### config.mk
export PLATFORM = sky130hd
export DESIGN_NAME = mem_arbiter
export DESIGN_NICKNAME = d
export VERILOG_FILES = /design/src/rtl/mem_arbiter.sv
export SDC_FILE = /design/constraint.sdc
export NUM_CORES = 2
export LEC_CHECK = 0
export ABC_CLOCK_PERIOD_IN_PS = 2100
export CORE_AREA = 3 3 636 638
export DETAILED_ROUTE_END_ITERATION = 8
export DIE_AREA = 0 0 639 641
export SETUP_SLACK_MARGIN = 0.15
export SLEW_MARGIN = 20
export SYNTH_ARGS = -nofsm -noshare
export SYNTH_HDL_FRONTEND = slang
export SYNTH_SLANG_ARGS = --single-unit
### constraint.sdc
create_clock -name clk_i -period 2.1 [get_ports clk_i]
set_clock_uncertainty 0.15 [all_clocks]
set_input_delay 0.42 -clock clk_i [delete_from_list [all_inputs] [get_ports clk_i]]
set_output_delay 0.42 -clock clk_i [all_outputs]
set_load 0.01 [all_outputs]
### src/rtl/mem_arbiter.sv
// mem_arbiter: round-robin arbiter sharing one Data_Memory port between two cache controllers.
// Optional memory-handshake watchdog is compiled in with MEM_ARB_TIMEOUT_EN.
module mem_arbiter #(
    parameter int ADDR_W  = 32,
    parameter int DATA_W  = 256,
    parameter int TIMEOUT = 64
) (
    input  logic              clk_i,
    input  logic              rst_n_i,
    input  logic              req0_enable_i,
    input  logic              req0_write_i,
    input  logic [ADDR_W-1:0] req0_addr_i,
    input  logic [DATA_W-1:0] req0_data_i,
    output logic              req0_ack_o,
    output logic [DATA_W-1:0] req0_data_o,
    output logic              req0_err_o,
    input  logic              req1_enable_i,
    input  logic              req1_write_i,
    input  logic [ADDR_W-1:0] req1_addr_i,
    input  logic [DATA_W-1:0] req1_data_i,
    output logic              req1_ack_o,
    output logic [DATA_W-1:0] req1_data_o,
    output logic              req1_err_o,
    output logic              mem_enable_o,
    output logic              mem_write_o,
    output logic [ADDR_W-1:0] mem_addr_o,
    output logic [DATA_W-1:0] mem_data_o,
    input  logic              mem_ack_i,
    input  logic [DATA_W-1:0] mem_data_i
);

    typedef enum logic [1:0] {
        IDLE = 2'd0,
        BUSY = 2'd1,
        RESP = 2'd2
    } state_t;

    state_t            state_q;
    state_t            state_d;
    logic              last_q;
    logic              grant_q;
    logic              take;
    logic              pick;
    logic              req0_v;
    logic              req1_v;
    logic              wd_hit;
    logic              to_q;
    logic [DATA_W-1:0] resp_line;

    // A port whose ack is on the wire still holds enable for this edge;
    // it must not be granted again off that stale request.
    assign req0_v = req0_enable_i & ~req0_ack_o;
    assign req1_v = req1_enable_i & ~req1_ack_o;

    // Next-state and grant selection (tie goes to the port not served last)
    always_comb begin
        state_d = state_q;
        take    = 1'b0;
        pick    = 1'b0;
        unique case (state_q)
            IDLE: begin
                if (req0_v || req1_v) begin
                    take    = 1'b1;
                    state_d = BUSY;
                    pick    = (req0_v && req1_v) ? ~last_q : req1_v;
                end
            end
            BUSY: begin
                if (mem_ack_i || wd_hit) begin
                    state_d = RESP;
                end
            end
            RESP: state_d = IDLE;
            default: state_d = IDLE;
        endcase
    end

    // State register
    always_ff @(posedge clk_i or negedge rst_n_i) begin
        if (!rst_n_i) begin
            state_q <= IDLE;
        end else begin
            state_q <= state_d;
        end
    end

    // Memory-side request: latched on grant, held through BUSY
    always_ff @(posedge clk_i or negedge rst_n_i) begin
        if (!rst_n_i) begin
            grant_q      <= 1'b0;
            last_q       <= 1'b1;
            mem_enable_o <= 1'b0;
            mem_write_o  <= 1'b0;
            mem_addr_o   <= '0;
            mem_data_o   <= '0;
        end else if (take) begin
            grant_q      <= pick;
            last_q       <= pick;
            mem_enable_o <= 1'b1;
            mem_write_o  <= pick ? req1_write_i : req0_write_i;
            mem_addr_o   <= pick ? req1_addr_i : req0_addr_i;
            mem_data_o   <= pick ? req1_data_i : req0_data_i;
        end else if (state_q == BUSY && state_d == RESP) begin
            mem_enable_o <= 1'b0;
        end
    end

    // Line handed back: zeros on timeout, the write line on writes
    assign resp_line = to_q ? '0 : (mem_write_o ? mem_data_o : mem_data_i);

    // Requester-side ack pulse and sticky read line
    always_ff @(posedge clk_i or negedge rst_n_i) begin
        if (!rst_n_i) begin
            req0_ack_o  <= 1'b0;
            req1_ack_o  <= 1'b0;
            req0_data_o <= '0;
            req1_data_o <= '0;
        end else begin
            req0_ack_o <= (state_q == RESP) && !grant_q;
            req1_ack_o <= (state_q == RESP) && grant_q;
            if (state_q == RESP && !grant_q) begin
                req0_data_o <= resp_line;
            end
            if (state_q == RESP && grant_q) begin
                req1_data_o <= resp_line;
            end
        end
    end

`ifdef MEM_ARB_TIMEOUT_EN
    localparam int WD_W = $clog2(TIMEOUT + 1);

    logic [WD_W-1:0] wd_q;

    // A same-cycle mem_ack_i wins over the watchdog
    assign wd_hit = (state_q == BUSY) && !mem_ack_i
                  && (wd_q == WD_W'(TIMEOUT));

    // Watchdog: counts BUSY cycles from grant, flags an abandoned access
    always_ff @(posedge clk_i or negedge rst_n_i) begin
        if (!rst_n_i) begin
            wd_q <= '0;
            to_q <= 1'b0;
        end else if (take) begin
            wd_q <= '0;
            to_q <= 1'b0;
        end else if (wd_hit) begin
            to_q <= 1'b1;
        end else if (state_q == BUSY) begin
            wd_q <= wd_q + WD_W'(1);
        end
    end

    // Error flag travels with the ack pulse
    always_ff @(posedge clk_i or negedge rst_n_i) begin
        if (!rst_n_i) begin
            req0_err_o <= 1'b0;
            req1_err_o <= 1'b0;
        end else begin
            req0_err_o <= (state_q == RESP) && !grant_q && to_q;
            req1_err_o <= (state_q == RESP) && grant_q && to_q;
        end
    end
`else
    // No watchdog: BUSY waits for mem_ack_i indefinitely.
    // A negative TIMEOUT is meaningless, so this term is always 0.
    assign wd_hit     = 1'b0;
    assign to_q       = (TIMEOUT < 0);
    assign req0_err_o = 1'b0;
    assign req1_err_o = 1'b0;
`endif

endmodule

==> flow_summary.toml <==
[status]
run_status = "complete, but fails checks"
failed_checks = "negative setup slack"

[pwr]
peak_vdd_ir_mv = 0.8859
power_density_mw_per_mm2 = 1698
power.static_leakage_uw = 0.03228

[critical_path]
required_ns = 2.67
worst-path-buf-inv = 2
worst-endpoint-arrival_ns = 2.98
crit_fanout = 33
timing.critical_path.slowest_cell_delay_ns = 0.65
dominant_delay_contributor_by_cell_family_on_the_critical_path = "compound AO/OA/AOI/OAI gates"
crit_path_cell_trace = "or2_4 > buf_12 > clkbuf_16 > a2111oi_0 > a211oi_2"
crit_path_end_kind = "flop"
path_class = "reg2reg"
critical_path.startpoint_type = "flop"
crit_path_top_delay_cell = "sky130_fd_sc_hd__a2111oi_0"

[timing]
tightest_slew_ns = 0.7801
max-slew-margin-rel_pct = 46.65
finalSetupViolations = 239
timing.final.crit_share_pct = 114.8
final_max_slew_viol_count = 0
hold_ws_ns = 0.1165
rsz0062_at_grt = "true"
worst_slack_ns = -0.3100
final_period_minus_worst_setup_slack_ns = 2.410
timing.final.hold_violations = 0
achievable-frequency_ghz = 0.4149

[placement]
globalplace.congestion = 0.9631
count_of_port_buffers_added_during_placement = 1642
dp_hpwl_um = 321500
cell_area_after_placement_mm2 = 0.06303

[route]
route.detailed.vias_per_inst = 3.928
drt_drc_violations_left = 0
drt_pass_1_iters = 5
postRouteWirelength_um = 417700
drt.antenna.violating_nets = 0
avgRoutedWirePerCell_um = 36.07
vias = 45484
initialDrtViolationCount = 4182

[clock_tree]
clock_latency_ns = 0.84
inserted_clock_buffers = 112
cts_num_sinks = 808
htree_levels = 3
cts_tree = "built"
max_root_sink_buffers = 4
cts.reportedPaths.clkPinSlew_ns = 0.06
root_buffer = "sky130_fd_sc_hd__clkbuf_16"

[global_route]
grt_overflow_total = 0
grt_first_pass_wirelength_um = 477100
grt_antenna_before_repair = 237
pin_count_of_the_biggest_net_entering_global_routing = 97
vias_in_the_first_global_route = 40676
grt_use_total_pct = 18.07

[synthesis]
postSynthCellCount = 3665
syn-mean-instance-area_um2 = 10.05
post_synth_xor_area_fraction_pct = 0
synth_simple_gate_area_share_pct = 10.30
synth_cell_type_count = 26
combinational_family_with_the_most_area_after_synthesis = "compound AO/OA/AOI/OAI gates"
synth-adder-area-share_pct = 0
yosys_warnings = 0
yosysSeqAreaShare_pct = 54.90
netlist_area_mm2 = 0.03683
synth_compound_gate_area_share_pct = 19.81
synth_mux_area_share_pct = 6.958
synth_seq_cells = 808

[die]
die-height_um = 641
core_area_mm2 = 0.3991
initial_utilization_pct = 9.227
die-width_um = 639
top_level_ports = 1645
placement_rows = 232
die_area_mm2 = 0.4096

[cells_and_area]
fill_cells = 42914
design.final.nets = 6940
drive_above_1_share_pct = 48.95
area_growth_syn_to_layout_pct = 121.5
multi_input_comb_area_mm2 = 0.02123
final_cell_area_mm2 = 0.08158
layout.area.seq_mm2 = 0.02033

[min_path]
hold_path_class = "in2reg"

[run]
max-cap-violations = 0
-- layout by cell type, fill, tap and decap left out, types with 5 or more instances in the layout --
cell type	count
sky130_fd_sc_hd__inv_1	292
sky130_fd_sc_hd__dlygate4sd3_1	16
sky130_fd_sc_hd__clkbuf_1	12
sky130_fd_sc_hd__buf_2	246
sky130_fd_sc_hd__nor4_2	102
sky130_fd_sc_hd__dfrtp_1	722
sky130_fd_sc_hd__a2111oi_2	104
sky130_fd_sc_hd__a21oi_1	195
sky130_fd_sc_hd__buf_16	61
sky130_fd_sc_hd__buf_12	140
sky130_fd_sc_hd__inv_8	5
sky130_fd_sc_hd__a21oi_2	61
sky130_fd_sc_hd__inv_6	8
sky130_fd_sc_hd__o21ai_2	53
sky130_fd_sc_hd__o21ai_1	56
sky130_fd_sc_hd__clkdlybuf4s50_1	837
sky130_fd_sc_hd__clkinvlp_4	11
sky130_fd_sc_hd__nor4_1	141
sky130_fd_sc_hd__buf_8	47
sky130_fd_sc_hd__a2111oi_0	25
sky130_fd_sc_hd__mux2i_4	90
sky130_fd_sc_hd__mux2i_1	140
sky130_fd_sc_hd__clkbuf_16	178
sky130_fd_sc_hd__clkbuf_8	21
sky130_fd_sc_hd__mux2i_2	26
sky130_fd_sc_hd__diode_2	122
sky130_fd_sc_hd__clkinv_2	18
sky130_fd_sc_hd__buf_4	860
sky130_fd_sc_hd__nor4_4	46
sky130_fd_sc_hd__a2111oi_1	23
sky130_fd_sc_hd__a211oi_2	250
sky130_fd_sc_hd__buf_6	450
sky130_fd_sc_hd__a211oi_1	37
sky130_fd_sc_hd__nand2_1	256
sky130_fd_sc_hd__o21ai_0	149
sky130_fd_sc_hd__dfrtp_2	84
sky130_fd_sc_hd__a2111oi_4	137
sky130_fd_sc_hd__nor2_1	254
sky130_fd_sc_hd__bufinv_16	12
-- worst paths after layout --
path / slack [ns] / cells after the start / endpoint / from
hold / removal: 0.12 / 3 / mem_data_o[160]$_DFFE_PN0P_ / req1_data_i[160]
min in group asynchronous: 0.23 / 3 / req1_data_o[146]$_DFFE_PN0P_ / rst_n_i
hold reg to reg: 0.32 / 2 / req1_data_o[173]$_DFFE_PN0P_ / req1_data_o[173]$_DFFE_PN0P_
setup reg to reg: -0.31 / 5 / mem_data_o[170]$_DFFE_PN0P_ / state_q[1]$_DFF_PN0_
max in group asynchronous: 0.58 / 3 / mem_data_o[37]$_DFFE_PN0P_ / rst_n_i
setup / recovery: -0.31 / 5 / mem_data_o[170]$_DFFE_PN0P_ / state_q[1]$_DFF_PN0_
-- worst reg2reg max path, delay by kind of cell (launching register included) --
family	cells	cell delay (ns)
DFF	1	0.38
buffers and inverters	2	0.66
AOI/OAI and AO/OA	2	0.77
and+or+nand+nor	1	0.35
-- per-layer routing --
metal	routed length [µm]	vias to the layer above	track usage [%]
li1	-	18517	-
met5	1046	-	0
met3	49290	998	8.537
met4	26480	122	8.880
met2	196500	2945	29.89
met1	144300	22902	19.28
-- through the flow --
stage | instances | setup slack, ns | utilization, % | TNS, ns | total power, µW
after detailed placement | 10708 | -0.8495 | 15.79 | -142.48 | 91870
after global routing | 11537 | -0.3361 | 20.41 | -29.78 | 143900
after global placement | 10708 | -1.421 | 15.79 | -148.10 | 91600
after CTS | 11216 | -0.3411 | 17.52 | -51.37 | 120100
after floorplan | 3666 | 0.2071 | - | 0 | 47580
final | 11579 | -0.3100 | 20.44 | -11.99 | 138500
-- layout make-up --
class	instances	area share (%)
Sequential cell	808	24.92
Multi-Input combinational cell	2164	26.03
Antenna cell	122	0.3742
Inverter	293	1.357
Timing Repair Buffer	2722	34.47
Clock buffer	148	3.937
Tap cell	5265	8.075
Clock inverter	57	0.8374
-- state kept, by name (all words and copies together), names as in the netlist, 2 cells and up --
signal,cells
req1_data_o,256
state_q,2
req0_data_o,256
mem_addr_o,32
mem_data_o,256
-- cells by family after synthesis --
group                  count (synthesis)
flip-flops                           808
AND/OR/NAND/NOR                      811
multiplexers                         256
buffers and inverters                694
other                                  1
AO/OA/AOI/OAI                       1095
-- report_power, final --
group          leakage, µW  internal [µW]  switching, µW  total, µW
Combinational       0.0215          38500          49100      87600
Clock              0.00190          12300           8760      21000
Sequential         0.00888          23200           6700      29900
Total               0.0323          74000          64500     139000
-- cell usage after synthesis --
master,instances,area (µm²)
sky130_fd_sc_hd__dfrtp_1,807,20190
sky130_fd_sc_hd__inv_1,292,1096
sky130_fd_sc_hd__a2111oi_0,289,2531
sky130_fd_sc_hd__a211oi_1,289,2170
sky130_fd_sc_hd__nor4_1,289,1808
sky130_fd_sc_hd__clkbuf_1,276,1036
sky130_fd_sc_hd__o21ai_0,258,1291
sky130_fd_sc_hd__nor2_1,257,964.7
sky130_fd_sc_hd__a21oi_1,256,1281
sky130_fd_sc_hd__mux2i_1,256,2562
sky130_fd_sc_hd__nand2_1,256,960.9
sky130_fd_sc_hd__buf_2,86,430.4
sky130_fd_sc_hd__buf_6,31,349.1
sky130_fd_sc_hd__buf_1,6,22.52
sky130_fd_sc_hd__a21o_1,3,22.52
sky130_fd_sc_hd__nand2b_1,3,18.77
sky130_fd_sc_hd__buf_4,2,15.01
sky130_fd_sc_hd__and3b_1,1,8.760
sky130_fd_sc_hd__conb_1,1,3.750
sky130_fd_sc_hd__dfstp_2,1,26.28
sky130_fd_sc_hd__inv_2,1,3.750
sky130_fd_sc_hd__nand3b_1,1,7.510
sky130_fd_sc_hd__nor2b_1,1,6.260
sky130_fd_sc_hd__nor3_1,1,5.000
sky130_fd_sc_hd__nor3b_1,1,7.510
sky130_fd_sc_hd__or2_1,1,6.260
-- timing repair --
| item | CTS | global route |
|---|---|---|
| cloned | 20 | 83 |
| pin swaps | 24 | 322 |
| hold buffers | 16 | 0 |
| setup endpoints to repair | 1569 | 1596 |
| hold endpoints to repair | 698 | 0 |
| buffers inserted | 268 | 160 |
| gates resized for setup | 3199 | 1701 |
Power figures use the tool's default switching activity.
